### config.mk
export PLATFORM = sky130hd
export DESIGN_NAME = hazard_ctrl
export DESIGN_NICKNAME = d
export VERILOG_FILES = /design/src/rtl/mips_pkg.sv /design/src/rtl/hazard_ctrl_fwd_sel.sv /design/src/rtl/hazard_ctrl.sv
export SDC_FILE = /design/constraint.sdc
export NUM_CORES = 1
export LEC_CHECK = 0
export CORE_ASPECT_RATIO = 1.25
export CORE_MARGIN = 1.5
export CORE_UTILIZATION = 46
export DETAILED_ROUTE_END_ITERATION = 7
export PLACE_DENSITY = 0.76
export SLEW_MARGIN = 20
export SYNTH_ARGS = -nofsm -noshare
export SYNTH_HDL_FRONTEND = slang
export SYNTH_SLANG_ARGS = --single-unit
export TNS_END_PERCENT = 1
### constraint.sdc
create_clock -name clk -period 4.8 [get_ports clk]
set_clock_uncertainty 0.05 [all_clocks]
set_input_delay 0.96 -clock clk [delete_from_list [all_inputs] [get_ports clk]]
set_output_delay 0.96 -clock clk [all_outputs]
set_load 0.1 [all_outputs]
### src/rtl/mips_pkg.sv
// Shared pipeline types for the MIPS datapath hazard logic.
// Holds forwarding-select codes and the scoreboard entry struct.
package mips_pkg;

    localparam logic [1:0] FWD_RF  = 2'b00;
    localparam logic [1:0] FWD_EX  = 2'b01;
    localparam logic [1:0] FWD_MEM = 2'b10;
    localparam logic [1:0] FWD_WB  = 2'b11;

    typedef struct packed {
        logic [4:0] dst;
        logic       we;
        logic       load;
    } sb_entry_t;

    // Register $0 is never a real destination, so its write enable is
    // dropped at capture time.
    function automatic sb_entry_t sb_mk(
        input logic [4:0] dst,
        input logic       we,
        input logic       load
    );
        sb_entry_t e;
        e.dst  = dst;
        e.we   = we & (dst != 5'd0);
        e.load = load;
        return e;
    endfunction

endpackage

### src/rtl/hazard_ctrl_fwd_sel.sv
// Per-operand forwarding priority selector (EX > MEM > WB > regfile).
// Ports: src/uses (ID operand), EX/MEM/WB scoreboard fields, sel out.
module fwd_sel
    import mips_pkg::*;
(
    input  logic [4:0] i_src,
    input  logic       i_uses,
    input  logic [4:0] i_ex_dst,
    input  logic       i_ex_we,
    input  logic       i_ex_load,
    input  logic [4:0] i_mem_dst,
    input  logic       i_mem_we,
    input  logic [4:0] i_wb_dst,
    input  logic       i_wb_we,
    output logic [1:0] o_sel
);

    always_comb begin
        o_sel = FWD_RF;
        if (i_uses) begin
            // A load in EX has no data yet; that case is a stall.
            if (i_ex_we && !i_ex_load && i_src == i_ex_dst)
                o_sel = FWD_EX;
            else if (i_mem_we && i_src == i_mem_dst)
                o_sel = FWD_MEM;
            else if (i_wb_we && i_src == i_wb_dst)
                o_sel = FWD_WB;
        end
    end

endmodule

### src/rtl/hazard_ctrl.sv
// ID-stage hazard controller: EX/MEM/WB scoreboard, load-use stall,
// hold freeze, forwarding selects and a saturating stall counter.
module hazard_ctrl
    import mips_pkg::*;
#(
    parameter int CNT_W = 16
) (
    input  logic             clk,
    input  logic             reset,
    input  logic [4:0]       id_rs,
    input  logic [4:0]       id_rt,
    input  logic             id_uses_rs,
    input  logic             id_uses_rt,
    input  logic [4:0]       id_dst,
    input  logic             id_reg_write,
    input  logic             id_load,
    input  logic             hold,
    output logic             pc_le,
    output logic             npc_le,
    output logic             if_id_le,
    output logic             cu_mux_s,
    output logic [1:0]       fwd_a_sel,
    output logic [1:0]       fwd_b_sel,
    output logic [CNT_W-1:0] stall_cnt
);

    sb_entry_t        r_ex;
    sb_entry_t        r_mem;
    logic [4:0]       r_wb_dst;
    logic             r_wb_we;
    logic [CNT_W-1:0] r_stall_cnt;

    logic w_hit_rs;
    logic w_hit_rt;
    logic w_luh;
    logic w_stall;

    assign w_hit_rs = id_uses_rs && id_rs == r_ex.dst;
    assign w_hit_rt = id_uses_rt && id_rt == r_ex.dst;
    assign w_luh    = r_ex.we && r_ex.load
                      && (w_hit_rs || w_hit_rt);
    assign w_stall  = w_luh && !hold;

    assign pc_le     = !(w_luh || hold);
    assign npc_le    = pc_le;
    assign if_id_le  = pc_le;
    assign cu_mux_s  = w_stall;
    assign stall_cnt = r_stall_cnt;

    always_ff @(posedge clk) begin
        if (reset) begin
            r_ex        <= '0;
            r_mem       <= '0;
            r_wb_dst    <= '0;
            r_wb_we     <= 1'b0;
            r_stall_cnt <= '0;
        end else if (!hold) begin
            r_wb_dst <= r_mem.dst;
            r_wb_we  <= r_mem.we;
            r_mem    <= r_ex;
            // A stalled instruction stays in ID; EX gets a bubble.
            if (w_stall)
                r_ex <= '0;
            else
                r_ex <= sb_mk(id_dst, id_reg_write, id_load);
            if (w_stall && r_stall_cnt != '1)
                r_stall_cnt <= r_stall_cnt + CNT_W'(1);
        end
    end

    fwd_sel u_fwd_a (
        .i_src     (id_rs),
        .i_uses    (id_uses_rs),
        .i_ex_dst  (r_ex.dst),
        .i_ex_we   (r_ex.we),
        .i_ex_load (r_ex.load),
        .i_mem_dst (r_mem.dst),
        .i_mem_we  (r_mem.we),
        .i_wb_dst  (r_wb_dst),
        .i_wb_we   (r_wb_we),
        .o_sel     (fwd_a_sel)
    );

    fwd_sel u_fwd_b (
        .i_src     (id_rt),
        .i_uses    (id_uses_rt),
        .i_ex_dst  (r_ex.dst),
        .i_ex_we   (r_ex.we),
        .i_ex_load (r_ex.load),
        .i_mem_dst (r_mem.dst),
        .i_mem_we  (r_mem.we),
        .i_wb_dst  (r_wb_dst),
        .i_wb_we   (r_wb_we),
        .o_sel     (fwd_b_sel)
    );

endmodule

==> Word level (Yosys, flattened, before mapping) <==
Cells that the tools add are included.
{ "op_classes": {"mux": 9, "reduce_logical": 20, "n_addsub": 1, "bitwise": 2, "n_eq_ne": 7} }
{ "ops": {"columns": ["op", "n"], "rows": [
  ["5-bit equality test", 6],
  ["16-bit by 1-bit adder with 16-bit output (second input constant)", 1],
  ["2-bit two-way mux", 8],
  ["16-bit inequality test (second input constant)", 1],
  ["1-bit logical AND", 13],
  ["7-bit two-way mux", 1],
  ["5-bit nonzero test", 1],
  ["1-bit logical NOT", 3],
  ["1-bit logical OR", 2],
  ["2-bit AND reduction", 1],
  ["1-bit bitwise AND", 1],
  ["1-bit inverter", 1]
]} }
{ "totals": {"reg_bits": 35, "out_inout_bits": 24} }

==> Logic depth before layout (Yosys ltp) <==
{ "logic_depth": {"ltp_word": 7, "ltp_mapped": 9} }

==> By module <==
A second synthesis with hierarchy kept.
{ "hier_totals": {"cells_unflattened": 234, "hier_area_um2": 2127.0} }
{ "by_module_without_submodules": {"columns": ["module", "cells_each", "instances", "area_per_inst_um2"], "rows": [
  ["hazard_ctrl", 184, 1, 1719.1],
  ["fwd_sel", 25, 2, 203.9]
]} }

==> Worst setup path before layout <==
OpenSTA, ideal clock, no wires.
{ "synth_path": {"kind": "input -> output", "start": "in id_rt[3]", "end": "out cu_mux_s", "t_arrival_ns": 2.710, "path_stages": 5, "n_path_buf": 0, "setup_slack_ns": 1.080, "path_cell_list": "xnor2_1 -> nand3_1 -> nor2_2 -> nor2_1 -> nor2_1"} }
{ "synth_via": {"elab_chain_len": 5} }
{ "synth_lines": {"columns": ["item", "line", "source"], "rows": [
  ["from (decl)", "hazard_ctrl.sv:11", "input logic [4:0] id_rt,"],
  ["5-bit equality test", "hazard_ctrl.sv:39", "assign w_hit_rt = id_uses_rt && id_rt == r_ex.dst;"],
  ["1-bit logical AND", "hazard_ctrl.sv:39", null],
  ["1-bit logical OR", "hazard_ctrl.sv:41", "&& (w_hit_rs || w_hit_rt);"],
  ["1-bit logical AND", "hazard_ctrl.sv:41", null],
  ["1-bit logical AND", "hazard_ctrl.sv:42", "assign w_stall = w_luh && !hold;"],
  ["to (decl)", "hazard_ctrl.sv:21", "output logic cu_mux_s,"]
]} }
Every way passes these cells.

==> Worst setup path in the final report <==
{ "layout_path": {"start": "in id_rt[3]", "end": "out fwd_b_sel[0]"} }
{ "layout_via": {"elab_chain_len": 6} }
{ "layout_lines": {"columns": ["item", "line", "source"], "rows": [
  ["5-bit equality test", "hazard_ctrl_fwd_sel.sv:26", "else if (i_wb_we && i_src == i_wb_dst)"],
  ["1-bit logical AND", "hazard_ctrl_fwd_sel.sv:26", null],
  ["2-bit two-way mux", "hazard_ctrl_fwd_sel.sv:26", null],
  ["2-bit two-way mux", "hazard_ctrl_fwd_sel.sv:24", "else if (i_mem_we && i_src == i_mem_dst)"],
  ["2-bit two-way mux (*)", "hazard_ctrl_fwd_sel.sv:22", "if (i_ex_we && !i_ex_load && i_src == i_ex_dst)"],
  ["2-bit two-way mux (*)", "hazard_ctrl_fwd_sel.sv:20", "if (i_uses) begin"],
  ["to (decl)", "hazard_ctrl.sv:23", "output logic [1:0] fwd_b_sel,"]
]} }
Every way passes the cells marked *; elsewhere a longest branch is shown, timed or not.

==> impl_results.html <==
<table>
<tr><th>Metric</th><th>Value</th></tr>
<tr><th colspan="2">Final layout</th></tr>
<tr><td>Most frequent standard cell in the layout excluding fill and tap cells</td><td>sky130_fd_sc_hd__clkdlybuf4s50_1</td></tr>
<tr><td>Total area of multi-input combinational cells</td><td>1240 sq um</td></tr>
<tr><td>Final Instance Count excl. Fillers</td><td>341</td></tr>
<tr><td>Area added between synthesis and finish</td><td>26.7%</td></tr>
<tr><td>Fill cells</td><td>397</td></tr>
<tr><td>Fraction of final layout cells sized beyond drive strength 1</td><td>10.5%</td></tr>
<tr><td>Commonest cells after routing, fill and taps aside</td><td>sky130_fd_sc_hd__clkdlybuf4s50_1, sky130_fd_sc_hd__dfxtp_1, sky130_fd_sc_hd__nor2_1</td></tr>
<tr><td>Flip-flop and latch area</td><td>701 sq um</td></tr>
<tr><td>Antenna Diode Count</td><td>0</td></tr>
<tr><td>Final std cell area, no fill</td><td>2550 sq um</td></tr>
<tr><td>Net count reported at finish</td><td>307</td></tr>
<tr><th colspan="2">Drt</th></tr>
<tr><td>Total detailed-routing wirelength</td><td>4.66 mm</td></tr>
<tr><td>Routed vias</td><td>1,880</td></tr>
<tr><td>Number of design rule violations left after detail routing</td><td>0</td></tr>
<tr><td>First DRT Iteration DRCs</td><td>93</td></tr>
<tr><td>ANT nets after route</td><td>0</td></tr>
<tr><td>Routed wire per std cell</td><td>13.7 um</td></tr>
<tr><td>Vias per cell</td><td>5.51</td></tr>
<tr><td>DR pass1 iterations</td><td>4</td></tr>
<tr><th colspan="2">Worst setup path</th></tr>
<tr><td>Dominant delay contributor by cell family on the critical path</td><td>buffers and inverters</td></tr>
<tr><td>Worst setup slack for register-to-register paths</td><td>2.57 ns</td></tr>
<tr><td>Critical R2R Capture</td><td>stall_cnt[11]$_SDFFE_PP0P_</td></tr>
<tr><td>Largest incremental delay on the critical path</td><td>0.50 ns</td></tr>
<tr><td>CP bufs+invs</td><td>2</td></tr>
<tr><td>CP Capture Type</td><td>output pin</td></tr>
<tr><td>Cell depth of the worst flop-to-flop path</td><td>6</td></tr>
<tr><td>Critical path data arrival time</td><td>2.80 ns</td></tr>
<tr><td>Startpoint-to-endpoint class of the critical path</td><td>input pin to output pin</td></tr>
<tr><td>Worst-path cell with the longest stage delay</td><td>sky130_fd_sc_hd__clkdlybuf4s50_1</td></tr>
<tr><td>Sort of element at the start of the critical path</td><td>input pin</td></tr>
<tr><td>Launching point of the worst reg2reg path</td><td>r_ex[4]$_SDFFE_PP0N_</td></tr>
<tr><td>Critical Path, Cell by Cell</td><td>clkdlybuf4s50_1 &gt; xor2_1 &gt; nor4_1 &gt; nand3_1 &gt; o21ai_0 &gt; and2_1 &gt; buf_4</td></tr>
<tr><td>Data required time at the worst endpoint</td><td>3.79 ns</td></tr>
<tr><td>Worst Path Max Fanout</td><td>3</td></tr>
<tr><th colspan="2">STA</th></tr>
<tr><td>Worst Tran Pin Value</td><td>0.980 ns</td></tr>
<tr><td>RSZ-0062 raised after global routing</td><td>false</td></tr>
<tr><td>Worst-case setup margin in the final layout</td><td>0.988 ns</td></tr>
<tr><td>Achievable clock frequency</td><td>262 MHz</td></tr>
<tr><td>Worst slew margin</td><td>34.5%</td></tr>
<tr><td>Hold WS</td><td>0.453 ns</td></tr>
<tr><td>Final Hold Viols</td><td>0</td></tr>
<tr><td>Setup tns final</td><td>0 ns</td></tr>
<tr><td>Max Transition Viols Final</td><td>0</td></tr>
<tr><td>Min cycle time layout</td><td>3.81 ns</td></tr>
<tr><td>Total setup violations reported at the end of the flow</td><td>0</td></tr>
<tr><td>Final period util</td><td>79.4%</td></tr>
<tr><th colspan="2">Floorplanning</th></tr>
<tr><td>Core footprint</td><td>4130 sq um</td></tr>
<tr><td>Number of top-level pins</td><td>46</td></tr>
<tr><td>Initial core utilization</td><td>48.8%</td></tr>
<tr><td>Vert. Die Dim</td><td>77.0 um</td></tr>
<tr><td>X dimension of the die</td><td>62.2 um</td></tr>
<tr><td>Cell row count</td><td>26</td></tr>
<tr><td>Die footprint</td><td>4790 sq um</td></tr>
<tr><th colspan="2">Placed design</th></tr>
<tr><td>HPWL after detailed placement</td><td>3.50 mm</td></tr>
<tr><td>GPL Wtd Cong</td><td>0.893</td></tr>
<tr><td>Cell area after placement</td><td>2470 sq um</td></tr>
<tr><td>Worst setup slack after placement</td><td>1.02 ns</td></tr>
<tr><td>Number of instances in the placed design</td><td>333</td></tr>
<tr><td># port buffers</td><td>45</td></tr>
<tr><th colspan="2">GRT</th></tr>
<tr><td>Wire length of the first global-routing pass</td><td>7.63 mm</td></tr>
<tr><td>Largest net degree at the start of global routing</td><td>29</td></tr>
<tr><td>Total Routing Usage GR</td><td>19.6%</td></tr>
<tr><td>Via count of the first global-routing pass</td><td>1,789</td></tr>
<tr><td>Initial antenna violation count</td><td>0</td></tr>
<tr><td>Overflow left after global routing</td><td>0</td></tr>
<tr><th colspan="2">Power and ir drop</th></tr>
<tr><td>Max VDD drop</td><td>0.178 mV</td></tr>
<tr><td>Switching share of total power</td><td>26.6%</td></tr>
<tr><td>Combinational share of power</td><td>14.4%</td></tr>
<tr><td>Cell Int Power</td><td>0.435 mW</td></tr>
<tr><td>Pwr dens</td><td>232 nW/um^2</td></tr>
<tr><td>Pleak</td><td>0.976 nW</td></tr>
<tr><td>Part of the total power dissipated in sequential elements</td><td>51.4%</td></tr>
<tr><td>Sw power</td><td>0.158 mW</td></tr>
<tr><td>Clock power share</td><td>34.1%</td></tr>
<tr><th colspan="2">CTS</th></tr>
<tr><td>Clock slew at reported path FFs</td><td>0.07 ns</td></tr>
<tr><td>H-tree Lvls</td><td>2</td></tr>
<tr><td>Maximum clock insertion buffer count</td><td>2</td></tr>
<tr><td>CTS tree</td><td>done</td></tr>
<tr><td>Source-to-sink clock delay at the later pin of the worst-skew pair</td><td>0.28 ns</td></tr>
<tr><td>Clock buffer count from CTS</td><td>5</td></tr>
<tr><td>CTS root buffer</td><td>sky130_fd_sc_hd__clkbuf_8</td></tr>
<tr><td>Number of buffers inserted by hold repair at cts</td><td>0</td></tr>
<tr><td>Setup Fix Bufs, Post-CTS</td><td>0</td></tr>
<tr><td>Post-cts sizing count</td><td>0</td></tr>
<tr><td>Number of clock sinks</td><td>35</td></tr>
<tr><th colspan="2">Yosys</th></tr>
<tr><td>Synthesized net count</td><td>264</td></tr>
<tr><td>Netlist area before placement</td><td>2020 sq um</td></tr>
<tr><td>Synthesized instance count</td><td>241</td></tr>
<tr><td>Per-instance average area after synthesis</td><td>8.36 sq um</td></tr>
<tr><td>Post-synth EDFFs</td><td>0</td></tr>
<tr><td>Portion of the post-synthesis area used by sequential elements</td><td>34.8%</td></tr>
<tr><td>Async set-reset flop share out of synthesis</td><td>0%</td></tr>
<tr><td>Synth warn</td><td>0</td></tr>
<tr><td>Count of cell types in the netlist</td><td>36</td></tr>
<tr><td>Most frequently used flop master after synthesis</td><td>sky130_fd_sc_hd__dfxtp_1</td></tr>
<tr><td>Post-synthesis sequential element count</td><td>35</td></tr>
<tr><th colspan="2">Run status</th></tr>
<tr><td>Result of the run</td><td>completed</td></tr>
<tr><th colspan="2">Min path</th></tr>
<tr><td>Hold path start</td><td>stall_cnt[15]$_SDFFE_PP0P_</td></tr>
<tr><td>Endpoint with the worst hold slack</td><td>stall_cnt[15]$_SDFFE_PP0P_</td></tr>
<tr><td>Class of the tightest hold or removal check</td><td>register to register</td></tr>
<tr><td>Hold Path Stages</td><td>2</td></tr>
<tr><th colspan="2">Job</th></tr>
<tr><td>Maximum capacitance violations</td><td>0</td></tr>
</table>
[metal layers]
metal	GRT usage, %	share of wire [%]	vias up	wire length, um
li1	-	-	932	-
met1	20.9	42	869	1980
met2	34.5	48	63	2230
met3	4.84	5.7	16	264
met4	12.0	4.0	0	187
met5	0	0	-	0
[kinds of logic (layout without fill, tap and decap cells)]
logic type | Yosys count | count (layout) | share of synthesized area (%)
buffers and inverters | 14 | 58 | 3.60
xor gates and xnor gates | 31 | 31 | 13.5
and+or+nand+nor | 112 | 112 | 28.9
adders and majority gates | 1 | 1 | 0.621
DFF | 35 | 35 | 34.8
AOI/OAI and AO/OA | 30 | 30 | 9.37
muxes | 18 | 18 | 9.25
[final cells by class]
type                            count  area share, %
Clock buffer                        5           2.69
Sequential cell                    35           27.4
Timing Repair Buffer               47           17.4
Tap cell                           56           2.74
Multi-Input combinational cell    192           48.7
Inverter                            3          0.441
Clock inverter                      3          0.588
[state kept, by name (all words and copies together), names as in the netlist]
register / cells
r_ex: 7
r_mem: 6
r_wb_dst: 5
r_wb_we: 1
stall_cnt: 16
[metrics by stage]
| step | util, % | power [mW] |
|---|---|---|
| final | 61.8 | 0.593 |
| after global routing | 61.8 | 0.622 |
| after CTS | 61.8 | 0.601 |
| after detailed placement | 59.8 | 0.397 |
| after global placement | 59.8 | 0.396 |
| after floorplan | - | 0.362 |
[worst reg2reg max path: stages (launching register included)]
cell,delay [ns]
sky130_fd_sc_hd__dfxtp_1,0.45
sky130_fd_sc_hd__xnor2_1,0.17
sky130_fd_sc_hd__nand3_1,0.17
sky130_fd_sc_hd__nor2_2,0.21
sky130_fd_sc_hd__o211ai_2,0.35
sky130_fd_sc_hd__or4_1,0.58
sky130_fd_sc_hd__a21oi_1,0.16
[worst max-delay path by stage]
stage              from            to  slack (ns)  cells past startpoint
2_1_floorplan  id_rt[3]      cu_mux_s        1.08                      5
3_3_place_gp   id_rt[3]  fwd_b_sel[0]        1.05                      7
3_5_place_dp   id_rt[3]  fwd_b_sel[0]        1.02                      7
4_1_cts        id_rt[2]  fwd_b_sel[0]        1.02                      7
5_1_grt        id_rt[2]  fwd_b_sel[0]        0.88                      7
6_report       id_rt[3]  fwd_b_sel[0]        0.99                      7
[cell usage after synthesis, types with 2 or more instances]
cell type / number / share of area (%)
sky130_fd_sc_hd__and3_1: 4 / 1.2
sky130_fd_sc_hd__a31o_2: 2 / 0.87
sky130_fd_sc_hd__nor4_1: 7 / 2.2
sky130_fd_sc_hd__and2_1: 3 / 0.93
sky130_fd_sc_hd__nor2b_1: 8 / 2.5
sky130_fd_sc_hd__o21ai_0: 7 / 1.7
sky130_fd_sc_hd__clkbuf_1: 5 / 0.93
sky130_fd_sc_hd__buf_4: 3 / 1.1
sky130_fd_sc_hd__nor3_1: 2 / 0.50
sky130_fd_sc_hd__xnor2_1: 14 / 6.1
sky130_fd_sc_hd__o31ai_1: 6 / 2.2
sky130_fd_sc_hd__nor2_2: 2 / 0.62
sky130_fd_sc_hd__or3_1: 3 / 0.93
sky130_fd_sc_hd__dfxtp_1: 35 / 35
sky130_fd_sc_hd__nand3_1: 14 / 3.5
sky130_fd_sc_hd__nor2_1: 28 / 5.2
sky130_fd_sc_hd__xor2_1: 17 / 7.4
sky130_fd_sc_hd__nand2_1: 19 / 3.5
sky130_fd_sc_hd__o22ai_1: 6 / 1.9
sky130_fd_sc_hd__nand4_1: 3 / 0.93
sky130_fd_sc_hd__nand2b_1: 7 / 2.2
sky130_fd_sc_hd__or4_1: 8 / 3.0
sky130_fd_sc_hd__inv_1: 3 / 0.56
sky130_fd_sc_hd__a21oi_1: 7 / 1.7
sky130_fd_sc_hd__mux2_2: 5 / 2.8
sky130_fd_sc_hd__mux2i_1: 13 / 6.5
[power groups by stage]
| stage | Sequential (mW) | Clock (mW) | Combinational [mW] |
|---|---|---|---|
| after detailed placement | 0.311 | 0 | 0.0856 |
| after CTS | 0.304 | 0.211 | 0.0861 |
| final | 0.305 | 0.202 | 0.0856 |
| after global placement | 0.311 | 0 | 0.0845 |
| after floorplan | 0.309 | 0 | 0.0539 |
| after global routing | 0.305 | 0.223 | 0.0933 |
No activity file was read; power rests on OpenSTA's default activity.
